===== src/rtl/writeback_stage.sv =====
// Writeback stage of the 16-bit core: selects the retiring value, drives the register-file
// write port and forwarding tap, waits on variable-latency loads with a timeout, and latches HLT.
module writeback_stage #(
  parameter int DATA_W      = 16,
  parameter int REG_ADDR_W  = 4,
  parameter int MEM_TIMEOUT = 15
) (
  input  logic                  clk,
  input  logic                  rst,
  input  logic                  in_valid,
  output logic                  in_ready,
  input  logic [REG_ADDR_W-1:0] in_dst,
  input  logic [2:0]            in_wb_sel,
  input  logic [DATA_W-1:0]     in_alu,
  input  logic [DATA_W-1:0]     in_pc_next,
  input  logic [7:0]            in_imm8,
  input  logic [DATA_W-1:0]     in_reg_old,
  input  logic                  mem_rvalid,
  input  logic [DATA_W-1:0]     mem_rdata,
  output logic                  WriteReg,
  output logic [REG_ADDR_W-1:0] DstReg,
  output logic [DATA_W-1:0]     DstData,
  output logic                  fwd_valid,
  output logic [REG_ADDR_W-1:0] fwd_reg,
  output logic [DATA_W-1:0]     fwd_data,
  output logic                  halted,
  output logic                  err
);

  localparam logic [1:0] ST_IDLE      = 2'd0;
  localparam logic [1:0] ST_LOAD_WAIT = 2'd1;
  localparam logic [1:0] ST_COMMIT    = 2'd2;

  localparam logic [2:0] SEL_ALU  = 3'd0;
  localparam logic [2:0] SEL_LOAD = 3'd1;
  localparam logic [2:0] SEL_LLB  = 3'd2;
  localparam logic [2:0] SEL_LHB  = 3'd3;
  localparam logic [2:0] SEL_PCS  = 3'd4;
  localparam logic [2:0] SEL_HLT  = 3'd5;

  localparam logic [7:0] TIMER_LAST = 8'(MEM_TIMEOUT - 1);
  localparam logic [REG_ADDR_W-1:0] REG_ZERO = {REG_ADDR_W{1'b0}};

  logic [1:0]            state_q, state_d;
  logic [7:0]            timer_q, timer_d;
  logic [REG_ADDR_W-1:0] load_dst_q, load_dst_d;
  logic                  write_q, write_d;
  logic [REG_ADDR_W-1:0] dst_reg_q, dst_reg_d;
  logic [DATA_W-1:0]     dst_data_q, dst_data_d;
  logic                  halted_q, halted_d;
  logic                  err_q, err_d;
  logic                  accept_s;

  // Byte merges keep the untouched half of the current destination value.
  function automatic logic [DATA_W-1:0] wb_value(
    input logic [2:0]        sel,
    input logic [DATA_W-1:0] alu,
    input logic [DATA_W-1:0] pc_next,
    input logic [7:0]        imm8,
    input logic [DATA_W-1:0] reg_old
  );
    logic [DATA_W-1:0] v;
    case (sel)
      SEL_LLB: v = {reg_old[DATA_W-1:8], imm8};
      SEL_LHB: v = {imm8, reg_old[7:0]};
      SEL_PCS: v = pc_next;
      default: v = alu;
    endcase
    return v;
  endfunction

  assign in_ready = !halted_q && ((state_q == ST_IDLE) || (state_q == ST_COMMIT));
  assign accept_s = in_valid && in_ready;

  // Next-state and write-port selection.
  always_comb begin
    state_d    = state_q;
    timer_d    = timer_q;
    load_dst_d = load_dst_q;
    write_d    = 1'b0;
    dst_reg_d  = dst_reg_q;
    dst_data_d = dst_data_q;
    halted_d   = halted_q;
    err_d      = err_q;
    case (state_q)
      ST_IDLE, ST_COMMIT: begin
        if (accept_s) begin
          case (in_wb_sel)
            SEL_LOAD: begin
              load_dst_d = in_dst;
              timer_d    = 8'd0;
              state_d    = ST_LOAD_WAIT;
            end
            SEL_HLT: begin
              halted_d = 1'b1;
              state_d  = ST_COMMIT;
            end
            SEL_ALU, SEL_LLB, SEL_LHB, SEL_PCS: begin
              state_d = ST_COMMIT;
              if (in_dst != REG_ZERO) begin
                write_d    = 1'b1;
                dst_reg_d  = in_dst;
                dst_data_d = wb_value(in_wb_sel, in_alu, in_pc_next, in_imm8, in_reg_old);
              end else begin
                write_d = 1'b0;
              end
            end
            default: state_d = ST_COMMIT;
          endcase
        end else begin
          state_d = ST_IDLE;
        end
      end
      ST_LOAD_WAIT: begin
        // A response arriving on the final wait cycle still completes the load.
        if (mem_rvalid) begin
          state_d = ST_COMMIT;
          if (load_dst_q != REG_ZERO) begin
            write_d    = 1'b1;
            dst_reg_d  = load_dst_q;
            dst_data_d = mem_rdata;
          end else begin
            write_d = 1'b0;
          end
        end else if (timer_q == TIMER_LAST) begin
          err_d   = 1'b1;
          state_d = ST_IDLE;
        end else begin
          timer_d = timer_q + 8'd1;
        end
      end
      default: state_d = ST_IDLE;
    endcase
  end

  // State and registered outputs.
  always_ff @(posedge clk or negedge rst) begin
    if (!rst) begin
      state_q    <= ST_IDLE;
      timer_q    <= 8'd0;
      load_dst_q <= REG_ZERO;
      write_q    <= 1'b0;
      dst_reg_q  <= REG_ZERO;
      dst_data_q <= {DATA_W{1'b0}};
      halted_q   <= 1'b0;
      err_q      <= 1'b0;
    end else begin
      state_q    <= state_d;
      timer_q    <= timer_d;
      load_dst_q <= load_dst_d;
      write_q    <= write_d;
      dst_reg_q  <= dst_reg_d;
      dst_data_q <= dst_data_d;
      halted_q   <= halted_d;
      err_q      <= err_d;
    end
  end

  assign WriteReg  = write_q;
  assign DstReg    = dst_reg_q;
  assign DstData   = dst_data_q;
  assign fwd_valid = write_q && (dst_reg_q != REG_ZERO);
  assign fwd_reg   = dst_reg_q;
  assign fwd_data  = dst_data_q;
  assign halted    = halted_q;
  assign err       = err_q;

endmodule

===== config.mk =====
export PLATFORM = sky130hd
export DESIGN_NAME = writeback_stage
export DESIGN_NICKNAME = d
export VERILOG_FILES = /design/src/rtl/writeback_stage.sv
export SDC_FILE = /design/constraint.sdc
export NUM_CORES = 1
export LEC_CHECK = 0
export BUFFER_PORTS_ARGS = -buffer_cell sky130_fd_sc_hd__buf_4
export CAP_MARGIN = 10
export CORE_ASPECT_RATIO = 2
export CORE_UTILIZATION = 35
export CTS_BUF_LIST = sky130_fd_sc_hd__clkbuf_8 sky130_fd_sc_hd__clkbuf_16
export CTS_CLUSTER_DIAMETER = 80
export DETAILED_ROUTE_END_ITERATION = 10
export PLACE_DENSITY = 0.65
export SLEW_MARGIN = 20
export SYNTH_ARGS = -nofsm -noshare
export SYNTH_HDL_FRONTEND = slang
export SYNTH_SLANG_ARGS = --single-unit
export TNS_END_PERCENT = 10

===== constraint.sdc =====
create_clock -name clk -period 5.2 [get_ports clk]
set_input_delay 0 -clock clk [delete_from_list [all_inputs] [get_ports clk]]
set_output_delay 0 -clock clk [all_outputs]
set_load 0.02 [all_outputs]

==> results of run 1 <==
## area by class of cell
type,count,area share [%]
Clock buffer,5,3.70
Tap cell,86,3.18
Sequential cell,37,27.4
Clock inverter,3,0.407
Timing Repair Buffer,134,30.1
Multi-Input combinational cell,186,34.9
Inverter,3,0.333
## cell usage in the layout (no fill, tap or decap), types with 3 or more instances in the layout
cell type	count
a21oi_1	21
mux2i_1	5
nor2_1	24
dfrtp_1	37
dlygate4sd3_1	5
inv_1	4
buf_4	129
nand2_1	9
nand2b_1	3
a22oi_1	16
mux2_2	20
nand3_1	33
clkbuf_16	5
o21ai_0	23
## kinds of logic (layout without fill, tap and decap cells)
group | Yosys count | in the layout | synth area share [%]
buf+inv | 42 | 145 | 10.6
fa+ha+maj | 2 | 2 | 1.07
simple gates | 85 | 85 | 17.9
mux | 25 | 25 | 11.7
compound gates | 74 | 74 | 19.3
flops | 37 | 37 | 39.4
## power groups by stage
stage,Clock [mW],Combinational [mW],Sequential [mW]
floorplan,0,0.376,0.565
global placement,0,0.704,0.489
detailed placement,0,0.712,0.496
CTS,0.291,0.716,0.492
global route,0.300,0.758,0.504
finish,0.284,0.709,0.488
## synthesized netlist by cell type (all sizes together)
library cell,count,area (um^2)
o22ai,1,6.26
nor4,2,12.5
o21ai,25,125
a21o,1,7.51
a211o,1,8.76
a311o,1,10.0
nor4b,1,8.76
a41oi,1,8.76
clkbuf,13,48.8
nand2b,3,18.8
o31ai,1,7.51
a22oi,16,120
nor2b,2,12.5
a21oi,21,105
o41ai,1,8.76
buf,26,189
o41a,1,11.3
or3,2,12.5
a41o,1,10.0
nor2,24,90.1
nand3,33,165
a21boi,2,15.0
mux2i,5,50.1
nand2,9,33.8
nand4,2,12.5
nor3b,2,20.0
dfrtp,37,926
a31o,1,8.76
inv,3,11.3
or3b,1,8.76
ha,2,25.0
nand3b,1,7.51
nor3,1,5.00
mux2,20,225
and2,2,12.5
## worst paths after layout
| check | startpoint | endpoint | slack (ns) | depth (start not counted) |
|---|---|---|---|---|
| min in group asynchronous | rst | timer_q[5]$_DFFE_PN0P_ | 0.22 | 2 |
| max in group asynchronous | rst | DstData[9]$_DFFE_PN0P_ | 4.65 | 2 |
| hold reg to reg | err$_DFFE_PN0P_ | err$_DFFE_PN0P_ | 0.49 | 1 |
| setup / recovery | timer_q[0]$_DFFE_PN0P_ | timer_q[3]$_DFFE_PN0P_ | 2.99 | 7 |
| setup reg to reg | timer_q[0]$_DFFE_PN0P_ | timer_q[3]$_DFFE_PN0P_ | 2.99 | 7 |
| hold / removal | in_wb_sel[2] | halted$_DFFE_PN0P_ | 0.03 | 2 |
## through the flow
stage                     power [mW]  std cells
after global placement          1.19        441
after global routing            1.56        454
after floorplan                0.941        265
final                           1.48        454
after CTS                       1.50        454
after detailed placement        1.21        441
## routing by layer
layer / routed length (um) / up-vias
met4: 374 / 0
met3: 248 / 21
met2: 4040 / 92
li1: - / 1148
met5: 0 / -
met1: 2520 / 1090
## repair_timing
| action | CTS | global route |
|---|---|---|
| hold buffers | 5 | 0 |
| resized for setup | 0 | 0 |
| hold endpoints to repair | 41 | 0 |
## sequential cells by signal, indices dropped and copies added (netlist names)
name	count
DstData	16
DstReg	4
WriteReg	1
err	1
halted	1
load_dst_q	4
state_q	2
timer_q	8
==> metrics, run 1 <==
status finished, final reports clean; register area 926 um^2; register area share after synthesis 39.4%; Fin. Hold Viols 0; Rows 41; Worst VDD drop 0.155 mV; CP Max Fanout 11; clock skew 0.00261 ns; CORE AREA 0.00641 mm^2; crit start category flip-flop; setup bufs post-CTS 0; TritonCTS clock tree yes; post-synthesis cell type count 40; crit end category flip-flop; Crit path max-delay family compound AO/OA/AOI/OAI gates; die area 0.00706 mm^2; # setup viols final 0; Clock Power Share 19.2%; Multi-input gate area 0.00118 mm^2; WP data required 5.40 ns; Sw Ratio 40.2%; met3 Use GR 2.53%; Via Count 2,351; Filler cells 624; antenna cell count 0; Seq cells post-synth 37; TritonCTS Buffers 5; nets 452; antenna viol nets, final 0; Area growth syn-to-layout 44.1%; crit path cell chain inv_1 -> ha_1 -> nor4b_1 -> a311o_1 -> a21o_1 -> or3_1 -> a21boi_1; Logic pwr share 47.9%; critical path type flip-flop to flip-flop; GPL Wtd Cong 0.877; clk root buf clkbuf_16; clock buffer depth 2; HPWL after detailed placement 5630 um; per-cell routed wire length 15.8 um; worst rel slew slack 35.6%; Syn. warnings 0; Die Wd 59.9 um; Period Utilization, post-route 42.5%; gr busiest metal met2; initial antenna violation count 0; Clock transition at path regs 0.05 ns; clk sink count 37; drt initial violations 104; worst hold slack 0.0350 ns; Detailed Routing Iterations Pass 1 4; Worst Setup Slack post-DPL 3.03 ns; Slowest cell on crit path a311o_1; Worst-Skew Late Latency 0.28 ns; WP data arrival 2.41 ns; Synth Instances 265; Fmax achieved 0.452 GHz; net load switching power 0.595 mW; Max Slew Vio Count 0; Initial Util 36.6%; Syn Nets 350; grt met2 use 39.3%; internal power 0.885 mW; pwr/cell area 437 mW/mm^2; Remaining Overflow, GRT 0; LEAKAGE 1.62 nW; I/O pin count 128; fin worst setup slack 2.99 ns; Largest stage delay, worst path 0.45 ns; actual slew at the worst max-slew pin 0.962 ns; Design Area, Final 0.00338 mm^2; vias in the first global route 2,477; Worst Path Buf+Inv 1; worst hold path class input pin to flip-flop; placed cell area 0.00319 mm^2; M1 GR Usage 21.8%; average cell area after synthesis 8.86 um^2; share of cells above drive strength 1 43.8%; Tmin final 2.21 ns; die height 118 um; Core Util, Final 52.8%; sequential share of power 33.0%; GRT Total Usage 21.7%; setup tns final 0 ns; first-pass GRT wire length 11,400 um; Port Buffers 127; mapped cell area 0.00235 mm^2; Max-Cap Viols 0; largest net degree at the start of global routing 42; DRC Markers 0; H-tree levels 2; final wirelength 7190 um; vias per cell 5.18; RSZ-0062 raised after global routing no
(Power assumes the default switching activity.)
==> run 2, diff against run 1 <==
clock period = 2.12 ns   (was 5.2 ns; I/O delays follow)
==> run 2 against run 1 <==
  * Worst hold slack got worse by 0.0044 ns
  * Global-route usage grew 1.0 points
  * Combinational power rose by 150%
  * Largest power group unchanged
  * Highest routed layer unchanged
==> metrics, run 2 (synthesis results as in run 1) <==
worst hold path class input pin to flip-flop (unchanged); first-pass GRT wire length 12,000 um (was 11,400 um); per-cell routed wire length 16.3 um (was 15.8 um); Initial Util 36.6% (unchanged); HPWL after detailed placement 5720 um (was 5630 um); Worst VDD drop 0.414 mV (was 0.155 mV); clk sink count 37 (unchanged); Filler cells 625 (was 624); Port Buffers 127 (unchanged); antenna cell count 0 (unchanged); most frequent cells in the layout 132 x buf_4, 37 x dfrtp_1, 33 x nand3_1, 24 x nor2_1, 23 x o21ai_0 (was 129 x buf_4, 37 x dfrtp_1, 33 x nand3_1, 24 x nor2_1, 23 x o21ai_0); # setup viols final 0 (unchanged); Worst Setup Slack post-DPL 0.165 ns (was 3.03 ns); overall power 3.69 mW (was 1.48 mW); CORE AREA 0.00641 mm^2 (unchanged); drt initial violations 101 (was 104); H-tree levels 2 (unchanged); Die Wd 59.9 um (unchanged); initial antenna violation count 0 (unchanged); Period Utilization, post-route 93.6% (was 42.5%); Post-Layout Cell Count 457 (was 454); worst hold slack 0.0306 ns (was 0.0350 ns); register area 926 um^2 (unchanged); Crit path max-delay family compound AO/OA/AOI/OAI gates (unchanged); actual slew at the worst max-slew pin 0.941 ns (was 0.962 ns); Multi-input gate area 0.00118 mm^2 (unchanged); clk root buf clkbuf_16 (unchanged); Post-Place Cells 444 (was 441); Worst Path Buf+Inv 0 (was 1); pwr/cell area 1080 mW/mm^2 (was 437 mW/mm^2); crit start category flip-flop (unchanged); critical path type flip-flop to flip-flop (unchanged); final wirelength 7430 um (was 7190 um); share of cells above drive strength 1 44.5% (was 43.8%); worst rel slew slack 37.0% (was 35.6%); Area growth syn-to-layout 45.7% (was 44.1%); WP data arrival 2.18 ns (was 2.41 ns); TritonCTS clock tree yes (unchanged); vias per cell 5.17 (was 5.18); Detailed Routing Iterations Pass 1 4 (unchanged); WP data required 2.32 ns (was 5.40 ns); setup tns final 0 ns (unchanged); Slowest cell on crit path dfrtp_1 (was a311o_1); RSZ-0062 raised after global routing no (unchanged); crit path cell chain ha_1 -> nor4b_1 -> a311o_1 -> a21o_1 -> or3_1 -> a21boi_1 (was inv_1 -> ha_1 -> nor4b_1 -> a311o_1 -> a21o_1 -> or3_1 -> a21boi_1); Fin. Hold Viols 0 (unchanged); crit end category flip-flop (unchanged); Via Count 2,363 (was 2,351); vias in the first global route 2,482 (was 2,477); DRC Markers 0 (unchanged); Tmin final 1.98 ns (was 2.21 ns); GRT Total Usage 22.7% (was 21.7%); Largest stage delay, worst path 0.44 ns (was 0.45 ns); clock buffer depth 2 (unchanged); Max Slew Vio Count 0 (unchanged); largest net degree at the start of global routing 42 (unchanged); nets 455 (was 452); GPL Wtd Cong 0.878 (was 0.877); most common cell after layout, fill and taps aside buf_4 (unchanged); I/O pin count 128 (unchanged); fin worst setup slack 0.137 ns (was 2.99 ns); Largest register FFs 16 (unchanged); Rows 41 (unchanged); TritonCTS Buffers 5 (unchanged); Remaining Overflow, GRT 0 (unchanged); LEAKAGE 1.63 nW (was 1.62 nW); Max-Cap Viols 0 (unchanged); Core Util, Final 53.3% (was 52.8%); Worst-Skew Late Latency 0.28 ns (about the same); Clock transition at path regs 0.05 ns (about the same); CP Max Fanout 6 (was 11); die area 0.00706 mm^2 (unchanged); Design Area, Final 0.00342 mm^2 (was 0.00338 mm^2); post-cts repair resize count 0 (unchanged); status finished, final reports clean (unchanged); clock skew 0.00464 ns (was 0.00261 ns); die height 118 um (unchanged); antenna viol nets, final 0 (unchanged); placed cell area 0.00322 mm^2 (was 0.00319 mm^2); Fmax achieved 0.504 GHz (was 0.452 GHz)
## run 2: cell count changes in the layout (fill, tap and decap cells not counted)
cell,before,now
buf_4,129,132
clkbuf_8,0,1
clkinv_2,2,1
clkinv_4,0,1
inv_1,4,3
## run 2: worst reg2reg max path: stages (launching register included)
cell and delay, ns:
dfrtp_1 0.44, ha_1 0.21, nor4b_1 0.16, a311o_1 0.38, a21o_1 0.22, or3_1 0.35
a21boi_1 0.15
## run 2: path summary, 6_finish.rpt
| kind | startpoint | depth (start not counted) | end | slack (ns) |
|---|---|---|---|---|
| worst max-delay path | timer_q[1]$_DFFE_PN0P_ | 6 | timer_q[3]$_DFFE_PN0P_ | 0.14 |
| worst min-delay path | in_wb_sel[2] | 2 | halted$_DFFE_PN0P_ | 0.03 |
| worst max register to register | timer_q[1]$_DFFE_PN0P_ | 6 | timer_q[3]$_DFFE_PN0P_ | 0.14 |
| worst min register to register | halted$_DFFE_PN0P_ | 1 | halted$_DFFE_PN0P_ | 0.50 |
| max in group asynchronous | rst | 2 | load_dst_q[3]$_DFFE_PN0P_ | 1.55 |
| min in group asynchronous | rst | 2 | DstData[2]$_DFFE_PN0P_ | 0.23 |
## run 2: metal layers
metal / share of wire [%] / up-vias / wire [um] / global-route usage, %
li1: - / 1156 / - / -
met1: 36 / 1102 / 2650 / 23.7
met2: 57 / 89 / 4220 / 41.3
met3: 3.7 / 16 / 273 / 2.97
met4: 3.8 / 0 / 285 / 11.6
met5: 0 / - / 0 / 0
## run 2: cell type report
cell class / instances / area share [%]
Clock buffer: 6 / 4.06
Clock inverter: 2 / 0.402
Tap cell: 86 / 3.15
Inverter: 3 / 0.329
Timing Repair Buffer: 137 / 30.4
Sequential cell: 37 / 27.1
Multi-Input combinational cell: 186 / 34.6
## run 2: repair_timing
| item | in CTS | in global routing |
|---|---|---|
| hold buffers | 5 | 0 |
| buffers inserted | 0 | 0 |
| endpoints found under the hold margin | 41 | 0 |
## run 2: report_power, final
group          switching (mW)  leakage, nW  internal [mW]
Combinational           0.958         1.11          0.807
Clock                   0.280       0.0768          0.467
Sequential              0.230        0.441          0.949
==> run 3, diff against run 2 <==
BUFFER_PORTS_ARGS = default   (was -buffer_cell sky130_fd_sc_hd__buf_4)
DONT_BUFFER_PORTS = 1   (was default)
HOLD_SLACK_MARGIN = 0.08   (was default)
PLACE_DENSITY = default   (was 0.65)
==> run 3 against run 2 <==
  * Worst hold slack gained 0.046 ns
  * Total power shrank 14%
  * Cell count shrank 20%
  * Utilization shrank 8.6 points
  * Clock skew is essentially flat
  * Sequential cell count is the same
  * Sequential power grew 44%
  * Critical path type unchanged
  * Critical path depth is the same
  * Count of clock-buffer cells in the layout shrank 1
  * Maximum frequency grew 0.43%
  * Global-route usage shrank 2.5 points
==> metrics, run 3 (synthesis results as in run 1) <==
status finished, final reports clean (unchanged); actual slew at the worst max-slew pin 0.996 ns (was 0.941 ns); post-cts repair resize count 0 (unchanged); gr busiest metal met2 (unchanged); Detailed Routing Iterations Pass 1 4 (unchanged); met3 Use GR 3.19% (was 2.97%); Area growth syn-to-layout 22.1% (was 45.7%); Worst-Skew Late Latency 0.29 ns (was 0.28 ns); GRT Total Usage 20.2% (was 22.7%); per-cell routed wire length 18.3 um (was 16.3 um); I/O pin count 128 (unchanged); worst hold path class input pin to flip-flop (unchanged); GPL Wtd Cong 0.812 (was 0.878); largest net degree at the start of global routing 41 (was 42); clock buffer depth 2 (unchanged); Worst R2R Start timer_q[1]$_DFFE_PN0P_ (unchanged); worst rel slew slack 33.3% (was 37.0%); CP Max Fanout 6 (unchanged); RSZ-0062 raised after global routing yes (was no); Remaining Overflow, GRT 0 (unchanged); CORE AREA 0.00641 mm^2 (unchanged); R2R setup slack 0.15 ns (was 0.14 ns); crit end category flip-flop (unchanged); TritonCTS clock tree yes (unchanged); Largest register FFs 16 (unchanged); most frequent cells in the layout 39 x dlygate4sd3_1, 37 x dfrtp_1, 33 x nand3_1, 24 x nor2_1, 23 x o21ai_0 (was 132 x buf_4, 37 x dfrtp_1, 33 x nand3_1, 24 x nor2_1, 23 x o21ai_0); antenna cell count 0 (unchanged); clk sink count 37 (unchanged); first-pass GRT wire length 10,400 um (was 12,000 um); setup bufs post-CTS 0 (unchanged); most common cell after layout, fill and taps aside dlygate4sd3_1 (was buf_4); critical path type flip-flop to flip-flop (unchanged); # setup viols final 0 (unchanged); Via Count 2,038 (was 2,363); drt initial violations 87 (was 101); Max Slew Vio Count 0 (unchanged); Rows 41 (unchanged); Worst VDD drop 0.360 mV (was 0.414 mV); WP data required 2.33 ns (was 2.32 ns); crit start category flip-flop (unchanged); Initial Util 36.6% (unchanged); vias per cell 5.57 (was 5.17); Fmax achieved 0.506 GHz (was 0.504 GHz); pwr/cell area 1110 mW/mm^2 (was 1080 mW/mm^2); Fin. Hold Viols 0 (unchanged); clock skew 0.00467 ns (was 0.00464 ns); antenna viol nets, final 0 (unchanged); Tmin final 1.97 ns (was 1.98 ns); final wirelength 6690 um (was 7430 um); overall power 3.18 mW (was 3.69 mW); WP data arrival 2.18 ns (about the same); HPWL after detailed placement 4880 um (was 5720 um); Max-Cap Viols 0 (unchanged); initial antenna violation count 0 (unchanged); die area 0.00706 mm^2 (unchanged); vias in the first global route 2,070 (was 2,482); Port Buffers 0 (was 127); LEAKAGE 1.19 nW (was 1.63 nW); setup tns final 0 ns (unchanged); worst hold slack 0.0767 ns (was 0.0306 ns); TritonCTS Buffers 5 (unchanged); share of cells above drive strength 1 14.3% (was 44.5%); Period Utilization, post-route 93.2% (was 93.6%); origin of the worst min-delay path in_alu[0] (was in_wb_sel[2]); Core Util, Final 44.7% (was 53.3%); Clock transition at path regs 0.06 ns (was 0.05 ns); nets 364 (was 455); H-tree levels 2 (unchanged); Filler cells 636 (was 625); die height 118 um (unchanged); DRC Markers 0 (unchanged); crit path from timer_q[1]$_DFFE_PN0P_ (unchanged); clk root buf clkbuf_16 (unchanged); M1 GR Usage 21.4% (was 23.7%); grt met2 use 36.9% (was 41.3%); reg-to-reg endpoint timer_q[3]$_DFFE_PN0P_ (unchanged); Die Wd 59.9 um (unchanged); Setup crit end timer_q[3]$_DFFE_PN0P_ (unchanged); R2R depth 6 (unchanged)
## run 3: changes by cell type in the layout (fill, tap and decap cells not counted), sizes merged
cell	change
clkinv	-1
bufinv	+1
dlygate4sd3	+34
clkinvlp	+1
clkbuf	-1
buf	-125
## run 3: area by class of cell
cell class | instances | area, um^2 | share of cell area [%]
Multi-Input combinational cell | 186 | 1180 | 41.2
Sequential cell | 37 | 926 | 32.3
Timing Repair Buffer | 46 | 468 | 16.3
Clock buffer | 5 | 125 | 4.36
Tap cell | 86 | 108 | 3.75
Clock inverter | 3 | 46.3 | 1.62
Inverter | 3 | 11.3 | 0.393
## run 3: worst max-delay path, stage by stage, from the launching register on
cell and delay, ns:
dfrtp_1 0.43, ha_1 0.20, nor4b_1 0.15, a311o_1 0.38
a21o_1 0.23, or3_1 0.35, a21boi_1 0.15
## run 3: power breakdown
group	total (mW)	internal, mW	leakage, nW	switching, mW
Sequential	1.70	0.937	0.441	0.763
Clock	0.857	0.556	0.0800	0.301
Combinational	0.625	0.323	0.667	0.302
Total	3.18	1.82	1.19	1.37
## run 3: how the worst min path moves through the flow
stage / end / depth (start not counted) / slack [ns]
global route: timer_q[4]$_DFFE_PN0P_ / 3 / 0.12
floorplan: DstData[0]$_DFFE_PN0P_ / 0 / -0.30
finish: DstData[0]$_DFFE_PN0P_ / 4 / 0.08
detailed placement: DstData[4]$_DFFE_PN0P_ / 0 / -0.29
global placement: DstData[4]$_DFFE_PN0P_ / 0 / -0.29
CTS: timer_q[4]$_DFFE_PN0P_ / 3 / 0.08
## run 3: metrics by stage
step / area [um^2] / instances / setup slack (ns)
after global placement: 2280 / 318 / 0.226
after global routing: 2870 / 366 / -0.00887
after floorplan: 2350 / 265 / 0.120
final: 2870 / 366 / 0.145
after detailed placement: 2280 / 318 / 0.164
after CTS: 2860 / 366 / 0.141
## run 3: per-layer routing
| layer | vias to the layer above | routed length [um] |
|---|---|---|
| met5 | - | 0 |
| met4 | 0 | 148 |
| met3 | 8 | 394 |
| met2 | 92 | 3700 |
| met1 | 972 | 2440 |
| li1 | 966 | - |
## run 3: repair_timing
item                       CTS  global route
setup endpoints to repair    0             1
hold buffers                40             0
hold endpoints to repair    64             0
